==> src/rtl/ulpb_tx_arbiter_if.sv <==
// Requester-side and node-side TX signals of ulpb_tx_arbiter.
// master = arbiter view; slave = the requesters plus the node TX port.
interface ulpb_tx_arbiter_if #(
    parameter int NUM_REQ = 4,
    parameter int ADDR_W  = 8,
    parameter int DATA_W  = 32
) ();
    logic [NUM_REQ-1:0]        REQ_VALID;
    logic [NUM_REQ*ADDR_W-1:0] REQ_ADDR;
    logic [NUM_REQ*DATA_W-1:0] REQ_DATA;
    logic [NUM_REQ-1:0]        REQ_PEND;
    logic [NUM_REQ-1:0]        REQ_ACK;
    logic [NUM_REQ-1:0]        REQ_SUCC;
    logic [NUM_REQ-1:0]        REQ_FAIL;
    logic [NUM_REQ-1:0]        REQ_RESP_ACK;
    logic [NUM_REQ-1:0]        GRANT;
    logic [ADDR_W-1:0]         TX_ADDR;
    logic [DATA_W-1:0]         TX_DATA;
    logic                      TX_REQ;
    logic                      TX_PEND;
    logic                      PRIORITY;
    logic                      TX_ACK;
    logic                      TX_SUCC;
    logic                      TX_FAIL;
    logic                      TX_RESP_ACK;

    modport master (
        input  REQ_VALID, REQ_ADDR, REQ_DATA, REQ_PEND, REQ_RESP_ACK,
               TX_ACK, TX_SUCC, TX_FAIL,
        output REQ_ACK, REQ_SUCC, REQ_FAIL, GRANT,
               TX_ADDR, TX_DATA, TX_REQ, TX_PEND, PRIORITY, TX_RESP_ACK
    );

    modport slave (
        output REQ_VALID, REQ_ADDR, REQ_DATA, REQ_PEND, REQ_RESP_ACK,
               TX_ACK, TX_SUCC, TX_FAIL,
        input  REQ_ACK, REQ_SUCC, REQ_FAIL, GRANT,
               TX_ADDR, TX_DATA, TX_REQ, TX_PEND, PRIORITY, TX_RESP_ACK
    );
endinterface

==> src/rtl/ulpb_tx_arbiter.sv <==
// Round-robin arbiter sharing one ulpb_node32 TX port among NUM_REQ requesters, grant locked per burst.
// Optional macro ULPB_ARB_FIXED_PRI_EN: requester 0 always wins arbitration and raises PRIORITY.
module ulpb_tx_arbiter #(
    parameter int NUM_REQ = 4,
    parameter int ADDR_W  = 8,
    parameter int DATA_W  = 32
) (
    input  logic              CLK_EXT,
    input  logic              RESET,
    ulpb_tx_arbiter_if.master bus
);
    localparam int PTR_W = $clog2(NUM_REQ);

    localparam logic [2:0] ST_IDLE   = 3'd0;
    localparam logic [2:0] ST_REQ    = 3'd1;
    localparam logic [2:0] ST_WACK   = 3'd2;
    localparam logic [2:0] ST_NEXT   = 3'd3;
    localparam logic [2:0] ST_RESULT = 3'd4;
    localparam logic [2:0] ST_RACK   = 3'd5;

    logic [2:0]         state_q, state_d;
    logic [NUM_REQ-1:0] grant_q, grant_d;
    logic [PTR_W-1:0]   gidx_q, gidx_d;
    logic [PTR_W-1:0]   ptr_q, ptr_d;
    logic [ADDR_W-1:0]  tx_addr_q, tx_addr_d;
    logic [DATA_W-1:0]  tx_data_q, tx_data_d;
    logic               tx_pend_q, tx_pend_d;
    logic               tx_req_q, tx_req_d;
    logic               ack_q, ack_d;
    logic               succ_q, succ_d;
    logic               fail_q, fail_d;
    logic               resp_ack_q, resp_ack_d;
    logic               first_q, first_d;

    logic [ADDR_W-1:0]  req_addr_a [NUM_REQ];
    logic [DATA_W-1:0]  req_data_a [NUM_REQ];
    logic [PTR_W-1:0]   pick_idx;
    logic               node_result;
    logic               in_burst;

    generate
        for (genvar gi = 0; gi < NUM_REQ; gi++) begin : g_slice
            assign req_addr_a[gi] = bus.REQ_ADDR[gi*ADDR_W +: ADDR_W];
            assign req_data_a[gi] = bus.REQ_DATA[gi*DATA_W +: DATA_W];
        end
    endgenerate

    function automatic logic [PTR_W-1:0] rr_idx(input logic [PTR_W-1:0] base, input int k);
        int s;
        s = int'(base) + k;
        if (s >= NUM_REQ) s = s - NUM_REQ;
        return PTR_W'(s);
    endfunction

    // Scan farthest-first so the valid requester closest to the pointer is the last one assigned.
    always_comb begin
        pick_idx = ptr_q;
        for (int k = NUM_REQ - 1; k >= 0; k--) begin
            if (bus.REQ_VALID[rr_idx(ptr_q, k)]) pick_idx = rr_idx(ptr_q, k);
        end
`ifdef ULPB_ARB_FIXED_PRI_EN
        if (bus.REQ_VALID[0]) pick_idx = '0;
`endif
    end

    always_comb begin
        state_d     = state_q;
        grant_d     = grant_q;
        gidx_d      = gidx_q;
        ptr_d       = ptr_q;
        tx_addr_d   = tx_addr_q;
        tx_data_d   = tx_data_q;
        tx_pend_d   = tx_pend_q;
        tx_req_d    = tx_req_q;
        ack_d       = ack_q;
        succ_d      = succ_q;
        fail_d      = fail_q;
        resp_ack_d  = resp_ack_q;
        first_d     = first_q;
        node_result = bus.TX_SUCC | bus.TX_FAIL;
        in_burst    = (state_q == ST_REQ) || (state_q == ST_WACK) ||
                      (state_q == ST_NEXT) || (state_q == ST_RESULT);

        // A node result during the burst ends it at once (normal completion or node-side abort).
        if (in_burst && node_result) begin
            tx_req_d = 1'b0;
            ack_d    = 1'b0;
            succ_d   = bus.TX_SUCC & ~bus.TX_FAIL;
            fail_d   = bus.TX_FAIL;
            state_d  = ST_RACK;
        end else begin
            case (state_q)
                ST_IDLE: begin
                    if (|bus.REQ_VALID) begin
                        gidx_d    = pick_idx;
                        grant_d   = NUM_REQ'(1) << pick_idx;
                        tx_addr_d = req_addr_a[pick_idx];
                        tx_data_d = req_data_a[pick_idx];
                        tx_pend_d = bus.REQ_PEND[pick_idx];
                        tx_req_d  = 1'b1;
                        first_d   = 1'b1;
                        state_d   = ST_REQ;
                    end
                end
                ST_REQ: begin
                    if (bus.TX_ACK) begin
                        tx_req_d = 1'b0;
                        ack_d    = 1'b1;
                        state_d  = ST_WACK;
                    end
                end
                ST_WACK: begin
                    if (!bus.REQ_VALID[gidx_q] && !bus.TX_ACK) begin
                        ack_d   = 1'b0;
                        state_d = tx_pend_q ? ST_NEXT : ST_RESULT;
                    end
                end
                ST_NEXT: begin
                    if (bus.REQ_VALID[gidx_q]) begin
                        tx_addr_d = req_addr_a[gidx_q];
                        tx_data_d = req_data_a[gidx_q];
                        tx_pend_d = bus.REQ_PEND[gidx_q];
                        tx_req_d  = 1'b1;
                        first_d   = 1'b0;
                        state_d   = ST_REQ;
                    end
                end
                ST_RACK: begin
                    if (bus.REQ_RESP_ACK[gidx_q]) resp_ack_d = 1'b1;
                    // Release only after both sides have seen and dropped the response handshake.
                    if (resp_ack_q && !node_result && !bus.REQ_RESP_ACK[gidx_q]) begin
                        succ_d     = 1'b0;
                        fail_d     = 1'b0;
                        resp_ack_d = 1'b0;
                        grant_d    = '0;
                        ptr_d      = (gidx_q == PTR_W'(NUM_REQ - 1)) ? '0 : gidx_q + PTR_W'(1);
                        state_d    = ST_IDLE;
                    end
                end
                default: state_d = ST_IDLE;
            endcase
        end
    end

    always_ff @(posedge CLK_EXT) begin
        if (RESET) begin
            state_q    <= ST_IDLE;
            grant_q    <= '0;
            gidx_q     <= '0;
            ptr_q      <= '0;
            tx_addr_q  <= '0;
            tx_data_q  <= '0;
            tx_pend_q  <= 1'b0;
            tx_req_q   <= 1'b0;
            ack_q      <= 1'b0;
            succ_q     <= 1'b0;
            fail_q     <= 1'b0;
            resp_ack_q <= 1'b0;
            first_q    <= 1'b0;
        end else begin
            state_q    <= state_d;
            grant_q    <= grant_d;
            gidx_q     <= gidx_d;
            ptr_q      <= ptr_d;
            tx_addr_q  <= tx_addr_d;
            tx_data_q  <= tx_data_d;
            tx_pend_q  <= tx_pend_d;
            tx_req_q   <= tx_req_d;
            ack_q      <= ack_d;
            succ_q     <= succ_d;
            fail_q     <= fail_d;
            resp_ack_q <= resp_ack_d;
            first_q    <= first_d;
        end
    end

    assign bus.GRANT       = grant_q;
    assign bus.REQ_ACK     = grant_q & {NUM_REQ{ack_q}};
    assign bus.REQ_SUCC    = grant_q & {NUM_REQ{succ_q}};
    assign bus.REQ_FAIL    = grant_q & {NUM_REQ{fail_q}};
    assign bus.TX_ADDR     = tx_addr_q;
    assign bus.TX_DATA     = tx_data_q;
    assign bus.TX_REQ      = tx_req_q;
    assign bus.TX_PEND     = tx_pend_q;
    assign bus.TX_RESP_ACK = resp_ack_q;

`ifdef ULPB_ARB_FIXED_PRI_EN
    assign bus.PRIORITY = grant_q[0] & tx_req_q & first_q;
`else
    logic prio_unused;
    assign prio_unused  = first_q;
    assign bus.PRIORITY = 1'b0;
`endif
endmodule

==> src/flat_wrapper.sv <==
// flat-port wrapper written by rule: the top's interface ports become plain ports
module ulpb_tx_arbiter_flat 
#(
    parameter int NUM_REQ = 4,
    parameter int ADDR_W  = 8,
    parameter int DATA_W  = 32
)
  (CLK_EXT, RESET, bus_REQ_VALID, bus_REQ_ADDR, bus_REQ_DATA, bus_REQ_PEND, bus_REQ_RESP_ACK, bus_TX_ACK, bus_TX_SUCC, bus_TX_FAIL, bus_REQ_ACK, bus_REQ_SUCC, bus_REQ_FAIL, bus_GRANT, bus_TX_ADDR, bus_TX_DATA, bus_TX_REQ, bus_TX_PEND, bus_PRIORITY, bus_TX_RESP_ACK);
  ulpb_tx_arbiter_if #(.NUM_REQ(NUM_REQ), .ADDR_W(ADDR_W), .DATA_W(DATA_W)) bus_i ();
  input  logic CLK_EXT;
  input  logic RESET;
  input wire logic [$bits(bus_i.REQ_VALID)-1:0] bus_REQ_VALID;
  input wire logic [$bits(bus_i.REQ_ADDR)-1:0] bus_REQ_ADDR;
  input wire logic [$bits(bus_i.REQ_DATA)-1:0] bus_REQ_DATA;
  input wire logic [$bits(bus_i.REQ_PEND)-1:0] bus_REQ_PEND;
  input wire logic [$bits(bus_i.REQ_RESP_ACK)-1:0] bus_REQ_RESP_ACK;
  input wire logic [$bits(bus_i.TX_ACK)-1:0] bus_TX_ACK;
  input wire logic [$bits(bus_i.TX_SUCC)-1:0] bus_TX_SUCC;
  input wire logic [$bits(bus_i.TX_FAIL)-1:0] bus_TX_FAIL;
  output wire logic [$bits(bus_i.REQ_ACK)-1:0] bus_REQ_ACK;
  output wire logic [$bits(bus_i.REQ_SUCC)-1:0] bus_REQ_SUCC;
  output wire logic [$bits(bus_i.REQ_FAIL)-1:0] bus_REQ_FAIL;
  output wire logic [$bits(bus_i.GRANT)-1:0] bus_GRANT;
  output wire logic [$bits(bus_i.TX_ADDR)-1:0] bus_TX_ADDR;
  output wire logic [$bits(bus_i.TX_DATA)-1:0] bus_TX_DATA;
  output wire logic [$bits(bus_i.TX_REQ)-1:0] bus_TX_REQ;
  output wire logic [$bits(bus_i.TX_PEND)-1:0] bus_TX_PEND;
  output wire logic [$bits(bus_i.PRIORITY)-1:0] bus_PRIORITY;
  output wire logic [$bits(bus_i.TX_RESP_ACK)-1:0] bus_TX_RESP_ACK;
  assign bus_i.REQ_VALID = bus_REQ_VALID;
  assign bus_i.REQ_ADDR = bus_REQ_ADDR;
  assign bus_i.REQ_DATA = bus_REQ_DATA;
  assign bus_i.REQ_PEND = bus_REQ_PEND;
  assign bus_i.REQ_RESP_ACK = bus_REQ_RESP_ACK;
  assign bus_i.TX_ACK = bus_TX_ACK;
  assign bus_i.TX_SUCC = bus_TX_SUCC;
  assign bus_i.TX_FAIL = bus_TX_FAIL;
  assign bus_REQ_ACK = bus_i.REQ_ACK;
  assign bus_REQ_SUCC = bus_i.REQ_SUCC;
  assign bus_REQ_FAIL = bus_i.REQ_FAIL;
  assign bus_GRANT = bus_i.GRANT;
  assign bus_TX_ADDR = bus_i.TX_ADDR;
  assign bus_TX_DATA = bus_i.TX_DATA;
  assign bus_TX_REQ = bus_i.TX_REQ;
  assign bus_TX_PEND = bus_i.TX_PEND;
  assign bus_PRIORITY = bus_i.PRIORITY;
  assign bus_TX_RESP_ACK = bus_i.TX_RESP_ACK;
  ulpb_tx_arbiter #(.NUM_REQ(NUM_REQ), .ADDR_W(ADDR_W), .DATA_W(DATA_W)) u_core (.CLK_EXT(CLK_EXT), .RESET(RESET), .bus(bus_i));
endmodule
==> config.mk <==
export PLATFORM = sky130hd
export DESIGN_NAME = ulpb_tx_arbiter_flat
export DESIGN_NICKNAME = d
export VERILOG_FILES = /design/src/rtl/ulpb_tx_arbiter_if.sv /design/src/rtl/ulpb_tx_arbiter.sv /design/src/flat_wrapper.sv
export SDC_FILE = /design/constraint.sdc
export NUM_CORES = 1
export LEC_CHECK = 0
export BUFFER_PORTS_ARGS = -buffer_cell sky130_fd_sc_hd__buf_4
export CELL_PAD_IN_SITES_DETAIL_PLACEMENT = 1
export CELL_PAD_IN_SITES_GLOBAL_PLACEMENT = 1
export CORE_MARGIN = 1.5
export CORE_UTILIZATION = 37
export CTS_CLUSTER_SIZE = 16
export DETAILED_ROUTE_END_ITERATION = 6
export PLACE_DENSITY_LB_ADDON = 0.15
export SLEW_MARGIN = 20
export SYNTH_ARGS = -nofsm -noshare
export SYNTH_HDL_FRONTEND = slang
export SYNTH_SLANG_ARGS = --single-unit
==> constraint.sdc <==
create_clock -name CLK_EXT -period 5.2 [get_ports CLK_EXT]
set_input_delay 1.56 -clock CLK_EXT [delete_from_list [all_inputs] [get_ports CLK_EXT]]
set_output_delay 1.56 -clock CLK_EXT [all_outputs]
set_load 0.02 [all_outputs]
# ---- Yosys cells after proc, flatten, opt, wreduce, memory -nomap -nowiden
# Cells that the tools add are included.
dict set report totals {
  in_bits 177
  wordCells 160
  register_bits 57
}
dict set report op_classes {
  n_reduce_logical 31
  n_eq_ne 16
  order_cmp 12
  bitwise 9
  n_shift 1
  mux 70
  n_addsub 8
}
# op count
set ops {}
lappend ops {{$mux W32} 6}
lappend ops {{$bmux W32 S2} 2}
lappend ops {{$pmux W32 S2} 1}
lappend ops {{$mux W8} 6}
lappend ops {{$bmux W8 S2} 2}
lappend ops {{$mux W1} 21}
lappend ops {{$mux W3} 7}
lappend ops {{$lt A2 B3 Y1 const B} 6}
lappend ops {{$mux W2} 9}
lappend ops {{$bmux W1 S2} 8}
lappend ops {{$pmux W8 S2} 1}
lappend ops {{$ge A3 B3 Y1 const B} 5}
lappend ops {{$pmux W3 S5} 1}
lappend ops {{$and A4 B4 Y4} 3}
lappend ops {{$reduce_and A3 Y1} 4}
lappend ops {{$reduce_and A4 Y1} 3}
lappend ops {{$reduce_bool A2 Y1} 6}
lappend ops {{$reduce_and A5 Y1} 2}
lappend ops {{$ne A3 B3 Y1 const B} 3}
lappend ops {{$mux W4} 2}
lappend ops {{$pmux W4 S2} 1}
lappend ops {{$sub A2 B1 Y2 const B} 4}
lappend ops {{$add A2 B2 Y3 const B} 2}
lappend ops {{$eq A3 B2 Y1 const B} 2}
lappend ops {{other kinds (24)} 40}

# ---- Longest topological paths before layout
# Gate-level depths: netlist of the first run.
dict set report logic_depth {
  ltp_word 15
  ltp_mapped 9
  ltp_nobuf 6
}

# ---- Least setup slack after synthesis of the first run
# No wires, ideal clock.
dict set report synth_path {
  path_type {input to register}
  from {input port bus_REQ_VALID[2]}
  to {register u_core.tx_addr_q[1] (netlist: u_core.bus.TX_ADDR[1])}
  arrival_ns 3.008
  required_ns 5.078
  n_path_buf 3
  setup_time_ns 0.122
  path_stages 9
  path_slack_ns 2.070
  path_cell_list {buf_2 > nor2b_1 > o21ai_0 > and4b_1 > buf_4 > buf_6 > mux2i_1 > a21oi_1 > a221o_1}
}
dict set report synth_between {
  elab_chain_len 12
  elab_cells_between_ends 24
  cone_classes {eq/ne (2); mux (19); bitwise (1); reduce/logical (2)}
}
# element line
set synth_lines {}
lappend synth_lines {{from (decl)} flat_wrapper.sv:12} ;# input wire logic [$bits(bus_i.REQ_VALID)-1:0] bus_REQ_VALID;
lappend synth_lines {{$bmux W1 S2} ulpb_tx_arbiter.sv:59} ;# if (bus.REQ_VALID[rr_idx(ptr_q, k)]) pick_idx = rr_idx(ptr_q, k);
lappend synth_lines {{$mux W1 (implied by the code)} ulpb_tx_arbiter.sv:59}
lappend synth_lines {{$mux W2 (4 in series)} ulpb_tx_arbiter.sv:59}
lappend synth_lines {{$not A2 Y3 (implied by the code)} ulpb_tx_arbiter.sv:97} ;# tx_addr_d = req_addr_a[pick_idx];
lappend synth_lines {{$bmux W8 S2} ulpb_tx_arbiter.sv:97}
lappend synth_lines {{$mux W8 (implied by the code) (2 in series)} ulpb_tx_arbiter.sv:97}
lappend synth_lines {{$mux W8} ulpb_tx_arbiter.sv:94} ;# if (|bus.REQ_VALID) begin
lappend synth_lines {{$pmux W8 S2} ulpb_tx_arbiter.sv:92} ;# case (state_q)
lappend synth_lines {{to (signal assigned)} ulpb_tx_arbiter.sv:165} ;# tx_addr_q <= tx_addr_d;
lappend synth_lines {{to (decl)} ulpb_tx_arbiter.sv:25} ;# logic [ADDR_W-1:0] tx_addr_q, tx_addr_d;
# Parallel ways exist; a longest one is shown, timed or not. The select of a mux whose other input is x is not followed.
# A chain may end at the register's enable or synchronous reset.

# ---- Final worst setup path of the first run
dict set report layout_path {
  from {input port bus_REQ_VALID[2]}
  to {register u_core.tx_data_q[26] (netlist: u_core.bus.TX_DATA[26])}
}
dict set report layout_between {
  elab_chain_len 12
  elab_cells_between_ends 24
  cone_classes {eq/ne (2); mux (19); bitwise (1); reduce/logical (2)}
}
# element line
set layout_lines {}
lappend layout_lines {{$bmux W1 S2} ulpb_tx_arbiter.sv:59}
lappend layout_lines {{$mux W1 (implied by the code)} ulpb_tx_arbiter.sv:59}
lappend layout_lines {{$mux W2 (4 in series)} ulpb_tx_arbiter.sv:59}
lappend layout_lines {{$not A2 Y3 (implied by the code)} ulpb_tx_arbiter.sv:98} ;# tx_data_d = req_data_a[pick_idx];
lappend layout_lines {{$bmux W32 S2} ulpb_tx_arbiter.sv:98}
lappend layout_lines {{$mux W32 (implied by the code) (2 in series)} ulpb_tx_arbiter.sv:98}
lappend layout_lines {{$mux W32} ulpb_tx_arbiter.sv:94}
lappend layout_lines {{$pmux W32 S2} ulpb_tx_arbiter.sv:92}
lappend layout_lines {{to (signal assigned)} ulpb_tx_arbiter.sv:166} ;# tx_data_q <= tx_data_d;
lappend layout_lines {{to (decl)} ulpb_tx_arbiter.sv:26} ;# logic [DATA_W-1:0] tx_data_q, tx_data_d;
# Parallel ways exist; a longest one is shown, timed or not. The select of a mux whose other input is x is not followed.

==> results.md, run 1 <==
- Outcome: complete, no violations
- CTS buffer count: 9
- Number of buffers added on ports: 235
- Vias in the first global route: 5974
- Pwr Density: 258 mW/mm^2
- WHS: 0.465 ns
- HPWL Detailed: 13.6 mm
- Routed WL: 19.5 mm
- Post-synthesis cell count: 491
- Reg2reg path depth: 5
- DRT iter0 DRCs: 343
- Least-Margin Pin Slew: 1.05 ns
- Most frequent cells in the layout: 242 x buf_4, 54 x dfxtp_1, 43 x mux4_2
- H-tree Lvls: 3
- Rows: 41
- Kind of end point of the critical path: flop
- Vias: 5374
- Cell area after synthesis: 0.00484 sq mm
- GP Congestion: 0.845
- CTS tree: built
- Clock Tree Buf Depth: 2
- CP Capture Point: u_core.bus.TX_DATA[26]
- Nets: 867
- VDD IR max: 0.163 mV
- RSZ-0062 raised after global routing: false
- Post-Syn Nets: 669
- Max stage delay on crit path: 0.78 ns
- M1 GR Usage: 32.5%
- WS Path Type: in2reg
- Vias/cell: 6.21
- Core area: 0.0127 sq mm
- Critical-path top delay cell: and4b_2
- Max frequency: 0.279 GHz
- DRC: 0
- Most common cell after layout, fill and taps aside: buf_4
- FFs w/ async S/R, synth: 0%
- HP Class: reg2reg
- Initial antenna violation count: 0
- Post-cts gate resize count: 0
- Clk slew on worst S/H paths: 0.05 ns
- # diodes: 0
- CTS hold repair buffers: 0
- Fin Setup TNS: 0 ns
- Leakage Power: 0.00271 uW
- Initial Util: 38.2%
- Final count of hold timing violations: 0
- Grt ovf: 0
- Period Utilization, post-route: 69.0%
- Clk sinks: 57
- Die H: 117 um
- Antenna Nets Post-Route: 0
- Worst slew margin: 30.0%
- Library cells used by synthesis: 51
- Layout cells sized above 1: 45.1%
- Critical path cell sequence: buf_4 > nor2b_1 > o21ai_0 > and4b_2 > buf_12 > mux2i_1 > a21oi_1 > a221o_1
- Sequential element share of the synthesized area: 23.6%
- Die area: 0.0138 sq mm
- Setup Skew: 0.00529 ns
- CTS root buf: clkbuf_16
- Postcts setup bufs: 0
- Setup crit start kind: primary input
- Top_reg_cell synth: dfxtp_1
- Global Route Usage Sum: 28.2%
- Largest net degree at the start of global routing: 51
- I/O Pins: 237
- Syn Area/Cell: 9.86 sq um
- Chip Width: 117 um
- Grt peak-use layer: met2
- Largest cells by area after synthesis: dfxtp_1 24%, mux4_2 20%, mux2i_1 8.7%
- WL/cell: 22.5 um
- Setup violators final: 0
- Worst skew pair latency: 0.32 ns
- CP arrival: 3.80 ns
- Worst R2R Start: u_core.state_q[2]
- Setup slack, reg-to-reg: 2.25 ns
- CP max FO: 31
- Grt met3 use: 5.06%
- Global-route wire length before repair: 31.3 mm
- Origin of the worst setup path: bus_REQ_VALID[2]
- Final slew viol count: 0
- Worst path required time: 5.41 ns
- Post-synth EDFFs: 0
- Worst R2R End: u_core.bus.TX_ADDR[3]
- #FFs+latches synth: 57
- Initial DRT Pass Iterations: 4
- Number of warnings issued by yosys: 0
- Clock period minus worst slack: 3.59 ns
- Top cell type by total area after synthesis: dfxtp_1
- Max cap viols: 0
- Post-synth top area share: 23.6%
- Met2 usage: 49.3%
- Area Overhead vs Synth: 42.4%
==> cell type report <==
| type | count | area [sq um] |
|---|---|---|
| clock buffers | 13 | 260 |
| clock inverters | 3 | 15.0 |
| fillers | 1451 | 5770 |
| inverters | 6 | 22.5 |
| multi-input cells | 371 | 3380 |
| flip-flops and latches | 57 | 1150 |
| well taps | 172 | 215 |
| repair buffers | 244 | 1860 |
==> cell families after synthesis <==
group,Yosys count,share of synthesized area [%]
DFF,57,23.6
xor gates and xnor gates,1,0.181
AOI/OAI and AO/OA,169,26.4
and+or+nand+nor,114,13.3
muxes,85,28.7
buffers and inverters,63,7.57
adders and majority gates,1,0.258
other,1,0.0774
==> worst max-delay path: cells and delay by family <==
kind / cells / cell delay (ns)
buffers and inverters: 2 / 0.45
multiplexers: 1 / 0.22
AO/OA/AOI/OAI: 3 / 0.59
AND/OR/NAND/NOR: 2 / 0.94
==> registers in the layout, indices dropped and copies added, names as in the netlist <==
signal / flops
u_core.succ_q: 1
u_core.bus.TX_PEND: 1
u_core.bus.GRANT: 4
u_core.bus.TX_ADDR: 8
u_core.ack_q: 1
u_core.bus.TX_RESP_ACK: 1
u_core.state_q: 3
u_core.ptr_q: 2
u_core.gidx_q: 2
u_core.fail_q: 1
u_core.bus.TX_DATA: 32
u_core.bus.TX_REQ: 1
==> metal layers <==
layer / routed length, um / up-vias
li1: - / 2408
met1: 7680 / 2650
met2: 9760 / 266
met3: 1300 / 50
met4: 722 / 0
met5: 0 / -
==> metrics by stage <==
step | cell area [sq um] | std cells | power, uW | utilization [%] | worst slack, ns
global route | 6900 | 866 | 1870 | 54.4 | 1.39
CTS | 6880 | 865 | 1790 | 54.3 | 1.62
global placement | 6600 | 849 | 1220 | 52.1 | 1.37
finish | 6900 | 866 | 1780 | 54.4 | 1.61
floorplan | 4840 | 491 | 948 | - | 2.07
detailed placement | 6600 | 849 | 1240 | 52.1 | 1.28
==> worst min path at each step <==
stage	startpoint	endpoint	slack [ns]	depth (start not counted)
after global routing	u_core.bus.TX_DATA[7]	u_core.bus.TX_DATA[7]	0.48	1
final	u_core.bus.TX_DATA[13]	u_core.bus.TX_DATA[13]	0.46	1
after global placement	u_core.bus.TX_DATA[27]	u_core.bus.TX_DATA[27]	0.45	1
after floorplan	u_core.ack_q	u_core.ack_q	0.47	2
after CTS	u_core.bus.TX_DATA[13]	u_core.bus.TX_DATA[13]	0.47	1
after detailed placement	u_core.bus.TX_DATA[7]	u_core.bus.TX_DATA[7]	0.46	1
==> report_power, final <==
| group | internal, uW | switching [uW] |
|---|---|---|
| Combinational | 329 | 329 |
| Clock | 346 | 200 |
| Sequential | 496 | 79.7 |
==> cell usage after synthesis, drive strengths merged, types with 2 or more instances <==
cell and instances:
dfxtp 57, o21ai 47, mux4 43, mux2i 42, or3 38, a221oi 37
a32o 37, buf 35, clkbuf 22, nor2 22, a21oi 21, and2 15
nand2 11, nor2b 10, inv 6, nor3 5, a221o 4, o31ai 4
a31oi 3, nand3 3, a211o 2, a22oi 2, a311oi 2, a32oi 2
nand2b 2, nor3b 2, nor4 2, o22ai 2
Power figures use the tool's default switching activity.
==> run 2, diff against run 1 <==
ABC_AREA = 1   (was unset)
CORE_UTILIZATION = 32   (was 37)
clock period = 3.69 ns   (was 5.2 ns; I/O delays follow)
==> run 2 against run 1 <==
Effect of this change: routed wire length rose by 40%; total power rose to 2.7 times the previous value; register-to-register slack got worse by 1.2 ns; critical endpoint is now u_core.bus.TX_DATA[2]; design area rose by 15%; final cell count rose by 75%; clock-buffer cell count rose by 1; first-iteration DRC count rose by 20%; utilization fell by 10 points; largest power group unchanged.
==> results.md, run 2 <==
- Post-cts gate resize count: 0 (unchanged)
- Top cell type by total area after synthesis: nand2_1
- CTS tree: built
- Max stage delay on crit path: 0.47 ns (-0.31 ns)
- HPWL Detailed: 17.7 mm (+30%)
- CP bufs+invs: 3 (+1)
- Period Utilization, post-route: 71.8%
- Initial Util: 32.5% (-5.7 points)
- Layout cells sized above 1: 22.2% (-23 points)
- Clk slew on worst S/H paths: 0.06 ns (about the same)
- Chip Width: 138 um (+18%)
- Global Route Usage Sum: 28.0% (-0.20 points)
- GP Congestion: 0.834 (-1.2%)
- #FFs+latches synth: 57 (unchanged)
- Leakage Power: 0.00405 uW (+49%)
- VDD IR max: 0.352 mV (+120%)
- Finished layout cell area: 0.00793 sq mm (+15%)
- H-tree Lvls: 3 (unchanged)
- Critical-path top delay cell: nand2_4
- DRT iter0 DRCs: 410 (+20%)
- Largest net degree at the start of global routing: 83 (+63%)
- Cell area after synthesis: 0.00584 sq mm (+21%)
- Setup crit start kind: primary input
- Die H: 138 um (+18%)
- Count leader, synth: nand2_1
- Kind of end point of the critical path: flop
- I/O Pins: 237 (unchanged)
- Setup Skew: 0.0112 ns (+0.00589 ns)
- Post-Syn Nets: 1288 (+93%)
- Clock period minus worst slack: 2.65 ns
- WS Path Type: in2reg
- Nets: 1461 (+69%)
- Max frequency: 0.377 GHz
- Final count of hold timing violations: 0 (unchanged)
- # diodes: 0 (unchanged)
- RSZ-0062 raised after global routing: false
- DRC: 0 (unchanged)
- Setup violators final: 0 (unchanged)
- Vias/cell: 5.45 (-12%)
- Largest cells by area after synthesis: nand2_1 23%, dfxtp_1 20%, nand3_1 15%
- Initial antenna violation count: 0 (unchanged)
- Final slew viol count: 0 (unchanged)
- Most frequent cells after synthesis: 352 x nand2_1, 181 x nand3_1, 174 x nor2_1
- Sequential element share of the synthesized area: 19.5% (-4.0 points)
- Most common cell after layout, fill and taps aside: nand2_1
- Initial DRT Pass Iterations: 5 (+1)
- Syn Area/Cell: 5.27 sq um (-47%)
- CP dominant cell by count: nand2_1
- CTS root buf: clkbuf_16
- WL/cell: 17.9 um (-20%)
- Post-synth top area share: 22.6% (-0.95 points)
- Fin Setup TNS: 0 ns (unchanged)
- CP arrival: 2.91 ns (-0.89 ns)
- Most frequent cells in the layout: 351 x nand2_1, 248 x buf_4, 180 x nand3_1
- Number of buffers added on ports: 235 (unchanged)
- Area Overhead vs Synth: 35.6%
- Post-Route Utilization: 44.1% (-10 points)
- Least-Margin Pin Slew: 0.657 ns (-0.393 ns)
- Global-route wire length before repair: 43.4 mm (+39%)
- Clock Tree Buf Depth: 2 (unchanged)
- CP max FO: 45 (+45%)
- CP delay by family, top: simple AND/OR/NAND/NOR gates
- CTS buffer count: 9 (unchanged)
- Dpl cell area: 0.00762 sq mm (+15%)
- Outcome: complete, no violations
- HP Class: reg2reg
- Vias: 8269 (+54%)
- FFs w/ async S/R, synth: 0% (unchanged)
- Number of warnings issued by yosys: 0 (unchanged)
- Vias in the first global route: 8195 (+37%)
- Grt ovf: 0 (unchanged)
- Post-synthesis cell count: 1110 (+130%)
- Postcts setup bufs: 0 (unchanged)
- CTS hold repair buffers: 0 (unchanged)
- Critical path cell sequence: buf_4 > inv_1 > nand2_1 > nand3_1 > nand2_1 > inv_1 > nand2_1 > nand2_2 > nand2_2 > nand2_4 > nand2_4 > nand2_1 > nand2_1 > nand2_1 > nand3_1 > nand2_1 > a21oi_1
- Rows: 49 (+20%)
- Max reg flops: 32 (unchanged)
- Worst path required time: 3.95 ns (-1.46 ns)
- Worst skew pair latency: 0.34 ns (+0.02 ns)
- Antenna Nets Post-Route: 0 (unchanged)
- Pwr Density: 599 mW/mm^2 (+130%)
- Max cap viols: 0 (unchanged)
- Core area: 0.0180 sq mm (+42%)
- Layout fillers: 2538 (+75%)
- Routed WL: 27.2 mm (+40%)
- Top_reg_cell synth: dfxtp_1
- Worst slew margin: 56.0% (+26 points)
- Library cells used by synthesis: 31 (-39%)
- Clk sinks: 57 (unchanged)
- Die area: 0.0191 sq mm (+38%)
- Post-synth EDFFs: 0 (unchanged)
-- run 2: cell count changes after synthesis, sizes merged, moves of 15 or more --
| cell | delta |
|---|---|
| a32o | -37 |
| or3 | -38 |
| clkbuf | +22 |
| o21ai | +45 |
| nand2 | +346 |
| a31oi | +39 |
| mux4 | -43 |
| nor2 | +153 |
| inv | +35 |
| a21oi | +37 |
| nand3 | +179 |
| and2 | -15 |
| a221oi | -37 |
| mux2i | -42 |
-- run 2: cells by family (layout without fill, tap and decap cells) --
logic type                 count (synthesis)  count (layout)  synth area share [%]
AOI/OAI and AO/OA                        194             194                  17.7
adders and majority gates                  1               1                 0.214
other                                      1               1                0.0642
buffers and inverters                    133             311                  11.2
and+or+nand+nor                          724             724                  51.3
DFF                                       57              57                  19.5
-- run 2: worst paths after layout --
path / from / to / slack, ns / cells after the start
worst max-delay path: bus_REQ_VALID[1] / u_core.bus.TX_DATA[2] / 1.04 / 17
worst min-delay path: u_core.bus.TX_DATA[18] / u_core.bus.TX_DATA[18] / 0.47 / 2
worst min register to register: u_core.bus.TX_DATA[18] / u_core.bus.TX_DATA[18] / 0.47 / 2
worst max register to register: u_core.gidx_q[0] / u_core.state_q[1] / 1.09 / 10
-- run 2: final cells by class --
cell class	instances	area (sq um)	area share [%]
multi-input combinational	920	4080	51.4
timing repair buffer	252	1940	24.5
sequential	57	1150	14.5
tap	229	287	3.61
clock buffer	14	274	3.46
inverter	43	166	2.10
clock inverter	2	35.0	0.442
-- run 2: stage by stage --
step	cells	setup slack (ns)	total power, uW	hold slack, ns
floorplan	1110	1.19	2790	0.498
global placement	1501	0.761	3780	0.453
detailed placement	1501	0.676	3840	0.457
CTS	1517	1.02	4770	0.466
global route	1517	0.785	5100	0.485
finish	1517	1.04	4750	0.465
-- run 2: power by group --
part	total, uW	internal (uW)	leakage (uW)	switching [uW]
Combinational	2810	1010	0.00343	1800
Sequential	1040	817	0.000467	219
Clock	907	578	0.000153	329
-- run 2: routing by layer --
layer  vias up  wire length [um]  part of all wire (%)  global-route usage [%]
met5         -                 0                     0                       0
met4         0               760                   2.8                    10.4
met3        48              1390                   5.1                    3.60
met2       274             13200                    49                    47.8
met1      3954             11900                    44                    35.9
li1       3993                 -                     -                       -
-- run 2: worst min-delay path, cell delays in order, from the launching register on --
cell	delay, ns
dfxtp_1	0.31
nand2_1	0.06
a21oi_1	0.05
